## src/rtl/booth_r8_digit_decoder.sv

```systemverilog
// Serial radix-8 Booth digit decoder: accumulates one signed digit per handshake, LSB group
// first, and presents the reconstructed WIDTH-bit operand. Define BOOTH_DEC_CHECK_EN to build the error checks.
module booth_r8_digit_decoder #(
    parameter int WIDTH     = 16,
    parameter int GROUP_CNT = (WIDTH + 3) / 3
) (
    input  logic             clk,
    input  logic             rst_n,
    input  logic             in_valid,
    output logic             in_ready,
    input  logic             in_s,
    input  logic             in_d,
    input  logic             in_t,
    input  logic             in_q,
    input  logic             in_n,
    input  logic             flush,
    output logic             out_valid,
    input  logic             out_ready,
    output logic [WIDTH-1:0] out_value,
    output logic             out_err
);

    localparam int ACC_W = 3 * GROUP_CNT + 1;
    localparam int IDX_W = (GROUP_CNT > 1) ? $clog2(GROUP_CNT) : 1;
    localparam logic [IDX_W-1:0] LAST_IDX = IDX_W'(GROUP_CNT - 1);

    localparam logic [0:0] ST_ACCUM = 1'b0;
    localparam logic [0:0] ST_DONE  = 1'b1;

    logic [0:0]              state_q, state_d;
    logic signed [ACC_W-1:0] acc_q, acc_d;
    logic [IDX_W-1:0]        idx_q, idx_d;
    logic [WIDTH-1:0]        out_value_q, out_value_d;

    logic [2:0]              mag;
    logic signed [ACC_W-1:0] mag_ext;
    logic signed [ACC_W-1:0] digit_val;
    logic [IDX_W+1:0]        shamt;
    logic signed [ACC_W-1:0] acc_next;
    logic                    last_grp;

    // Malformed one-hot codes decode by priority q>t>d>s.
    always_comb begin
        mag = 3'd0;
        if (in_q)      mag = 3'd4;
        else if (in_t) mag = 3'd3;
        else if (in_d) mag = 3'd2;
        else if (in_s) mag = 3'd1;
    end

    always_comb begin
        mag_ext   = {{(ACC_W-3){1'b0}}, mag};
        digit_val = in_n ? -mag_ext : mag_ext;
        shamt     = {1'b0, idx_q, 1'b0} + {2'b00, idx_q};
        acc_next  = acc_q + (digit_val <<< shamt);
        last_grp  = (idx_q == LAST_IDX);
    end

    assign in_ready  = (state_q == ST_ACCUM);
    assign out_valid = (state_q == ST_DONE);
    assign out_value = out_value_q;

    always_comb begin
        state_d     = state_q;
        acc_d       = acc_q;
        idx_d       = idx_q;
        out_value_d = out_value_q;
        case (state_q)
            ST_ACCUM: begin
                if (flush) begin
                    acc_d = '0;
                    idx_d = '0;
                end else if (in_valid) begin
                    if (last_grp) begin
                        state_d     = ST_DONE;
                        out_value_d = acc_next[WIDTH-1:0];
                        acc_d       = '0;
                        idx_d       = '0;
                    end else begin
                        acc_d = acc_next;
                        idx_d = idx_q + 1'b1;
                    end
                end
            end
            ST_DONE: begin
                if (out_ready) state_d = ST_ACCUM;
            end
            default: state_d = ST_ACCUM;
        endcase
    end

    always_ff @(posedge clk or negedge rst_n) begin
        if (!rst_n) begin
            state_q     <= ST_ACCUM;
            acc_q       <= '0;
            idx_q       <= '0;
            out_value_q <= '0;
        end else begin
            state_q     <= state_d;
            acc_q       <= acc_d;
            idx_q       <= idx_d;
            out_value_q <= out_value_d;
        end
    end

`ifdef BOOTH_DEC_CHECK_EN
    logic err_q, err_d;
    logic out_err_q, out_err_d;
    logic dig_illegal, range_err;

    always_comb begin
        dig_illegal = (in_q & (in_t | in_d | in_s)) | (in_t & (in_d | in_s)) | (in_d & in_s);
        // Result must land in [0, 2^WIDTH): negative, or any bit at/above WIDTH set.
        range_err   = acc_next[ACC_W-1] | (|acc_next[ACC_W-2:WIDTH]);
        err_d       = err_q;
        out_err_d   = out_err_q;
        if (state_q == ST_ACCUM) begin
            if (flush) begin
                err_d = 1'b0;
            end else if (in_valid) begin
                if (last_grp) begin
                    out_err_d = err_q | dig_illegal | range_err;
                    err_d     = 1'b0;
                end else begin
                    err_d = err_q | dig_illegal;
                end
            end
        end
    end

    always_ff @(posedge clk or negedge rst_n) begin
        if (!rst_n) begin
            err_q     <= 1'b0;
            out_err_q <= 1'b0;
        end else begin
            err_q     <= err_d;
            out_err_q <= out_err_d;
        end
    end

    assign out_err = out_err_q;
`else
    assign out_err = 1'b0;
`endif

endmodule
```

## config.mk

```make
export PLATFORM = sky130hd
export DESIGN_NAME = booth_r8_digit_decoder
export DESIGN_NICKNAME = d
export VERILOG_FILES = /design/src/rtl/booth_r8_digit_decoder.sv
export SDC_FILE = /design/constraint.sdc
export NUM_CORES = 1
export LEC_CHECK = 0
export CORE_UTILIZATION = 55
export CTS_CLUSTER_SIZE = 16
export DETAILED_ROUTE_END_ITERATION = 6
export GPL_TIMING_DRIVEN = 0
export PLACE_DENSITY = 0.79
export SLEW_MARGIN = 20
export SYNTH_ARGS = -nofsm -noshare
export SYNTH_HDL_FRONTEND = slang
export SYNTH_SLANG_ARGS = --single-unit
```

## constraint.sdc

```tcl
create_clock -name clk -period 5 [get_ports clk]
set_input_delay 1 -clock clk [delete_from_list [all_inputs] [get_ports clk]]
set_output_delay 1 -clock clk [all_outputs]
set_load 0.02 [all_outputs]
```

==> Word level (Yosys, flattened, before mapping) <==
Cells that the tools add are included.
{ "word_totals": {"regBits": 39, "in_bits": 10, "out_inout_bits": 19, "wordCells": 31} }
{ "op_classes": {"addsub": 4, "eq_ne": 1, "shift": 1, "n_mux": 16, "n_bitwise": 2, "reduce_logical": 3} }
{ "op_table": {"columns": ["op", "count"], "rows": [
  ["19-bit two-way mux", 4],
  ["19-bit adder", 1],
  ["3-bit negation with 19-bit output", 1],
  ["19-bit by 5-bit <<< shifter with 19-bit output", 1],
  ["3-bit two-way mux", 4],
  ["4-bit by 3-bit adder with 5-bit output", 1],
  ["1-bit two-way mux", 5],
  ["2-bit two-way mux", 2],
  ["4-bit AND reduction", 1],
  ["3-bit by 1-bit adder with 3-bit output (second input constant)", 1],
  ["3-bit == test (second input constant)", 1],
  ["1-bit NOT", 2],
  ["1-bit one-hot mux with 2 select lines", 1],
  ["2-bit AND reduction", 1],
  ["2-bit nonzero test", 1]
]} }

==> Logic depth before layout (Yosys ltp) <==
{ "logic_depth": {"ltp_word": 11, "mapped_depth": 19, "ltp_nobuf": 19} }

==> Worst setup path before layout <==
OpenSTA, ideal clock, no wires.
{ "synth_path": {"kind": "input port to flip-flop", "startpoint": "in in_s", "endpoint": "reg acc_q[15]", "setup_time_ns": 0.126, "arrival_time_ns": 4.253, "t_required_ns": 4.874, "path_slack_ns": 0.621, "cell_stages": 17, "n_path_buf": 1, "path_cell_list": "nor2b_1 -> o21ai_1 -> ha_1 -> ha_1 -> mux2i_1 -> mux4_2 -> or3_1 -> a21oi_1 -> ha_1 -> clkbuf_1 -> a21oi_1 -> nand2_1 -> a21o_1 -> a21o_1 -> a221oi_1 -> xnor2_1 -> o21ai_1"} }
{ "synth_via": {"elab_chain_len": 11} }
{ "synth_lines": {"columns": ["element", "line_no", "rtl"], "rows": [
  ["from (decl)", "11", "input logic in_s,"],
  ["1-bit two-way mux (*)", "48", "else if (in_s) mag = 3'd1;"],
  ["2-bit two-way mux (*)", "47", "else if (in_d) mag = 3'd2;"],
  ["2-bit two-way mux (*)", "46", "else if (in_t) mag = 3'd3;"],
  ["3-bit two-way mux (*)", "45", "if (in_q) mag = 3'd4;"],
  ["3-bit negation with 19-bit output", "53", "digit_val = in_n ? -mag_ext : mag_ext;"],
  ["19-bit two-way mux (*)", "53", null],
  ["19-bit by 5-bit <<< shifter with 19-bit output (*)", "55", "acc_next = acc_q + (digit_val <<< shamt);"],
  ["19-bit adder (*)", "55", null],
  ["19-bit two-way mux (*)", "74", "if (last_grp) begin"],
  ["19-bit two-way mux (*)", "73", "end else if (in_valid) begin"],
  ["19-bit two-way mux (*)", "70", "if (flush) begin"],
  ["to (signal assigned)", "95", "acc_q <= '0;"],
  ["to (signal assigned)", "100", "acc_q <= acc_d;"],
  ["to (decl)", "31", "logic signed [ACC_W-1:0] acc_q, acc_d;"]
]} }
Mark *: on every way between the ends. The rest lies on a longest branch, timed or not. The select of a mux whose other input is x is not followed.
A chain may end at the register's enable or synchronous reset.

==> Final worst setup path <==
{ "layout_path": {"startpoint": "in in_q", "endpoint": "reg acc_q[15]"} }
{ "layout_via": {"elab_chain_len": 8} }
{ "layout_lines": {"columns": ["element", "line_no", "rtl"], "rows": [
  ["from (decl)", "14", "input logic in_q,"],
  ["3-bit two-way mux (*)", "45", null],
  ["3-bit negation with 19-bit output", "53", null],
  ["19-bit two-way mux (*)", "53", null],
  ["19-bit by 5-bit <<< shifter with 19-bit output (*)", "55", null],
  ["19-bit adder (*)", "55", null],
  ["19-bit two-way mux (*)", "74", null],
  ["19-bit two-way mux (*)", "73", null],
  ["19-bit two-way mux (*)", "70", null]
]} }
Marked as above.

==> results.md <==
- The run finished with clean final reports.
- The CTS tree is built.
- The number of search-and-repair iterations in the first detailed-routing pass is 4.
- The cell accounting for the most synthesized area is dfrtp_1.
- Of the available clock period, the critical path in the final layout requires 0.973.
- Max-cap violations in this run came to 0.
- The power density over cell area is about 320 nW/um2.
- Counting flops and latches in the post-synthesis netlist gives 36.
- The share of synthesized area in the top cell type comes to 0.339.
- The number of ports placed on the die boundary is 29.
- When the netlist entered floorplanning its net count stood at ~330.
- Across the VDD grid, the largest voltage drop is 0.219 mV.
- No sink is reached through more buffers than the 2 on the longest clock path.
- Measured on the finished design, the core utilization comes to 0.708.
- The number of global-route vias before repair is around 2.2k.
- The total placed cells including tap cells is 377.
- Clock skew on the completed layout was measured at 13.2 ps.
- After floorplanning, the core was sized to cover roughly 4500 um2.
- Synthesis produced 298 cells.
- Among all flip-flop cells after synthesis, the most frequent one is dfrtp_1.
- The async set-or-reset flop fraction in the synthesized netlist is 1.00.
- The wire length per cell after detailed routing is 16.1 um.
- The synthesized area is 2660 um2.
- For this run, design rule violations remaining after detail routing come to 0.
- Across all setup checks in the final design, the least slack found is between 100 and 150 ps.
- The number of enable-type register cells in the synthesized netlist is 0.
- The floorplan row count is 24.
- STA classifies the critical path endpoint as a register.
- The violation count after the first detailed-route iteration is 135.
- The type of the setup path with the least slack is input pin to register.
- For this block, the routed nets add up to 6230 um of wire.
- The clock network latency to the later pin of the worst-skew pair is 300 ps.
- The number of hold violations in the final report came to 0.
- The worst path needs 4870 ps of the cycle, external delays included.
- The number of port buffers is 26.
- The min-delay analysis places its worst path in the category register to register.
- The wire-length estimate of the detail-placed layout is 4430 um.
- The floorplan die height is 71.5 um.
- Clock tree synthesis inserted a total of 5 buffers.
- The count of nets left with antenna violations once routing finished came out at 0.
- In this run, distinct cell masters in the synthesized netlist total 48.
- The area growth from synthesis to layout is 19.8%.
- The die covers 5120 um2.
- For the worst setup path, the data required time is 5170 ps.
- The first global-routing pass estimated slightly above 10000 um of wire.
- Routability-driven placement finished with a final weighted congestion of roughly 0.90.
- In the final layout, the share of cells above drive strength 1 is 0.119.
- The Yosys warning count is 0.
- The slew at the pin closest to its max-slew limit is between 800 and 900 ps.
- Entering global routing, the biggest net connects 24 pins.
- For this design, the CTS-stage hold fixing added 0 buffers.
- The final net count is 367.
- Setup slack on the worst reg-to-reg path comes out at 580 ps.
- The number of vias per cell is between 5 and 6.
- In the global route stage, overall resource usage came out at 0.260.
- The worst setup path is launched from an input pin.
- After layout, the design draws a total of 1.02 mW.
- The clock net in this run drives a total of 36 sinks.
- Summed over all cells, the static leakage comes to approximately 1.5 nW.
- At the placement stage, the worst setup path has a slack of -405 ps.
- The routed layout has 2311 vias.
- The clock transition at the registers of the reported paths is 80 ps.
- For this run, the register share of the synthesized area comes to 0.339.
- The number of diodes is 0.
- In the post-synthesis netlist, the biggest area contributors are dfrtp_1 34%, ha_1 9.9%, nand2_1 6.6%.
- The initial antenna violation count is 0.
- The H-tree was split into 2 levels.
- The worst endpoint data arrival time is 5040 ps.
- Setup violations remaining at the end of the flow were counted as 0.
- The total count of max-transition violations in the final report came to 0.
- The clock tree root driver cell is clkbuf_8.
- The remaining global-route overflow is 0.
- After the flow finishes, the layout carries non-filler instances totaling 387.
- The headroom to the max-slew limit is 0.461.
- The maximum fanout along the worst path is 9.
- The floorplan die width is just over 70 um.
- The peak clock frequency supported by timing is 205 MHz.
- The average instance in the mapped netlist occupies 8.93 um2.
- The initial core utilization is 0.591.
worst max-delay path, cell delays in order:
cell and delay [ps]:
clkdlybuf4s50_1 510, inv_1 170, o21ai_2 100, ha_1 210, ha_1 320, mux2i_4 90
mux4_2 550, or3_1 330, a21oi_1 160, ha_1 340, a21oi_1 180, nand2_1 80
a21o_1 200, a21o_1 180, a221oi_2 330, xnor2_1 190, o21ai_1 90
cells in the final DEF (no fill, tap or decap), types with 5 or more instances in the layout:
cell type,count
dfrtp_1,36
nand3_1,6
a21o_1,7
clkdlybuf4s50_1,25
a21oi_1,17
nor2b_1,5
ha_1,21
mux2i_1,6
xnor2_1,9
clkbuf_8,5
inv_1,7
nand2_1,47
nor2_1,20
clkbuf_1,10
mux2_2,7
o21ai_0,16
a22o_1,14
synth_stat cells (8+ instances only):
cell type / number
a21oi_1: 18
nand2_1: 47
xnor2_1: 9
ha_1: 21
nor2_1: 20
nor2b_1: 8
a22o_1: 14
o21ai_0: 17
dfrtp_1: 36
clkbuf_1: 11
metrics by stage:
stage	area [um2]	hold WS [ps]	TNS, ps
floorplan	2660	456	0
global placement	2990	458	-2490
detailed placement	3010	461	-3390
CTS	3130	481	0
global route	3190	496	-119
finish	3190	473	0
cell type report:
type / instances / area [um2]
multi-input combinational: 241 / 1720
fill: 380 / 1320
sequential: 36 / 901
timing repair buffer: 30 / 305
clock buffer: 5 / 68.8
tap: 52 / 65.1
buffer: 13 / 55.1
clock inverter: 3 / 42.5
inverter: 7 / 26.3
final timing paths:
check / start / to / depth (start not counted)
min reg2reg: out_value[0] / out_value[0] / 2
max reg2reg: idx_q[1] / out_value[14] / 16
max in group asynchronous: rst_n / out_value[8] / 2
max: in_q / acc_q[15] / 17
min in group asynchronous: rst_n / idx_q[2] / 1
min: out_value[0] / out_value[0] / 2
layer usage:
metal,vias up,part of all wire,track usage
met5,-,0,0
met4,0,0.014,0.0784
met1,1086,0.45,0.344
li1,1144,-,-
met3,12,0.060,0.0450
met2,69,0.48,0.439
cells by family after synthesis:
| group | after synthesis | synth area share |
|---|---|---|
| simple gates | 106 | 0.187 |
| compound gates | 83 | 0.220 |
| flops | 36 | 0.339 |
| fa+ha+maj | 23 | 0.114 |
| buf+inv | 21 | 0.0320 |
| mux | 15 | 0.0644 |
| xor+xnor | 13 | 0.0428 |
| other cells | 1 | 0.00141 |
registers in the layout, summed over array words and instances (netlist names):
| register | cells |
|---|---|
| acc_q | 16 |
| idx_q | 3 |
| out_valid | 1 |
| out_value | 16 |
repair_timing:
action	in CTS	in global routing
setup endpoints to repair	5	16
gates cloned	0	0
pin swaps	0	1
resized for setup	2	11
buffers inserted	0	3
power breakdown:
part           leakage [nW]  internal, mW  switching, mW
Clock                0.0541         0.148          0.114
Combinational         0.979         0.184          0.232
Sequential            0.488         0.323         0.0223
Total                  1.52         0.654          0.368
Power figures use the tool's default switching activity.
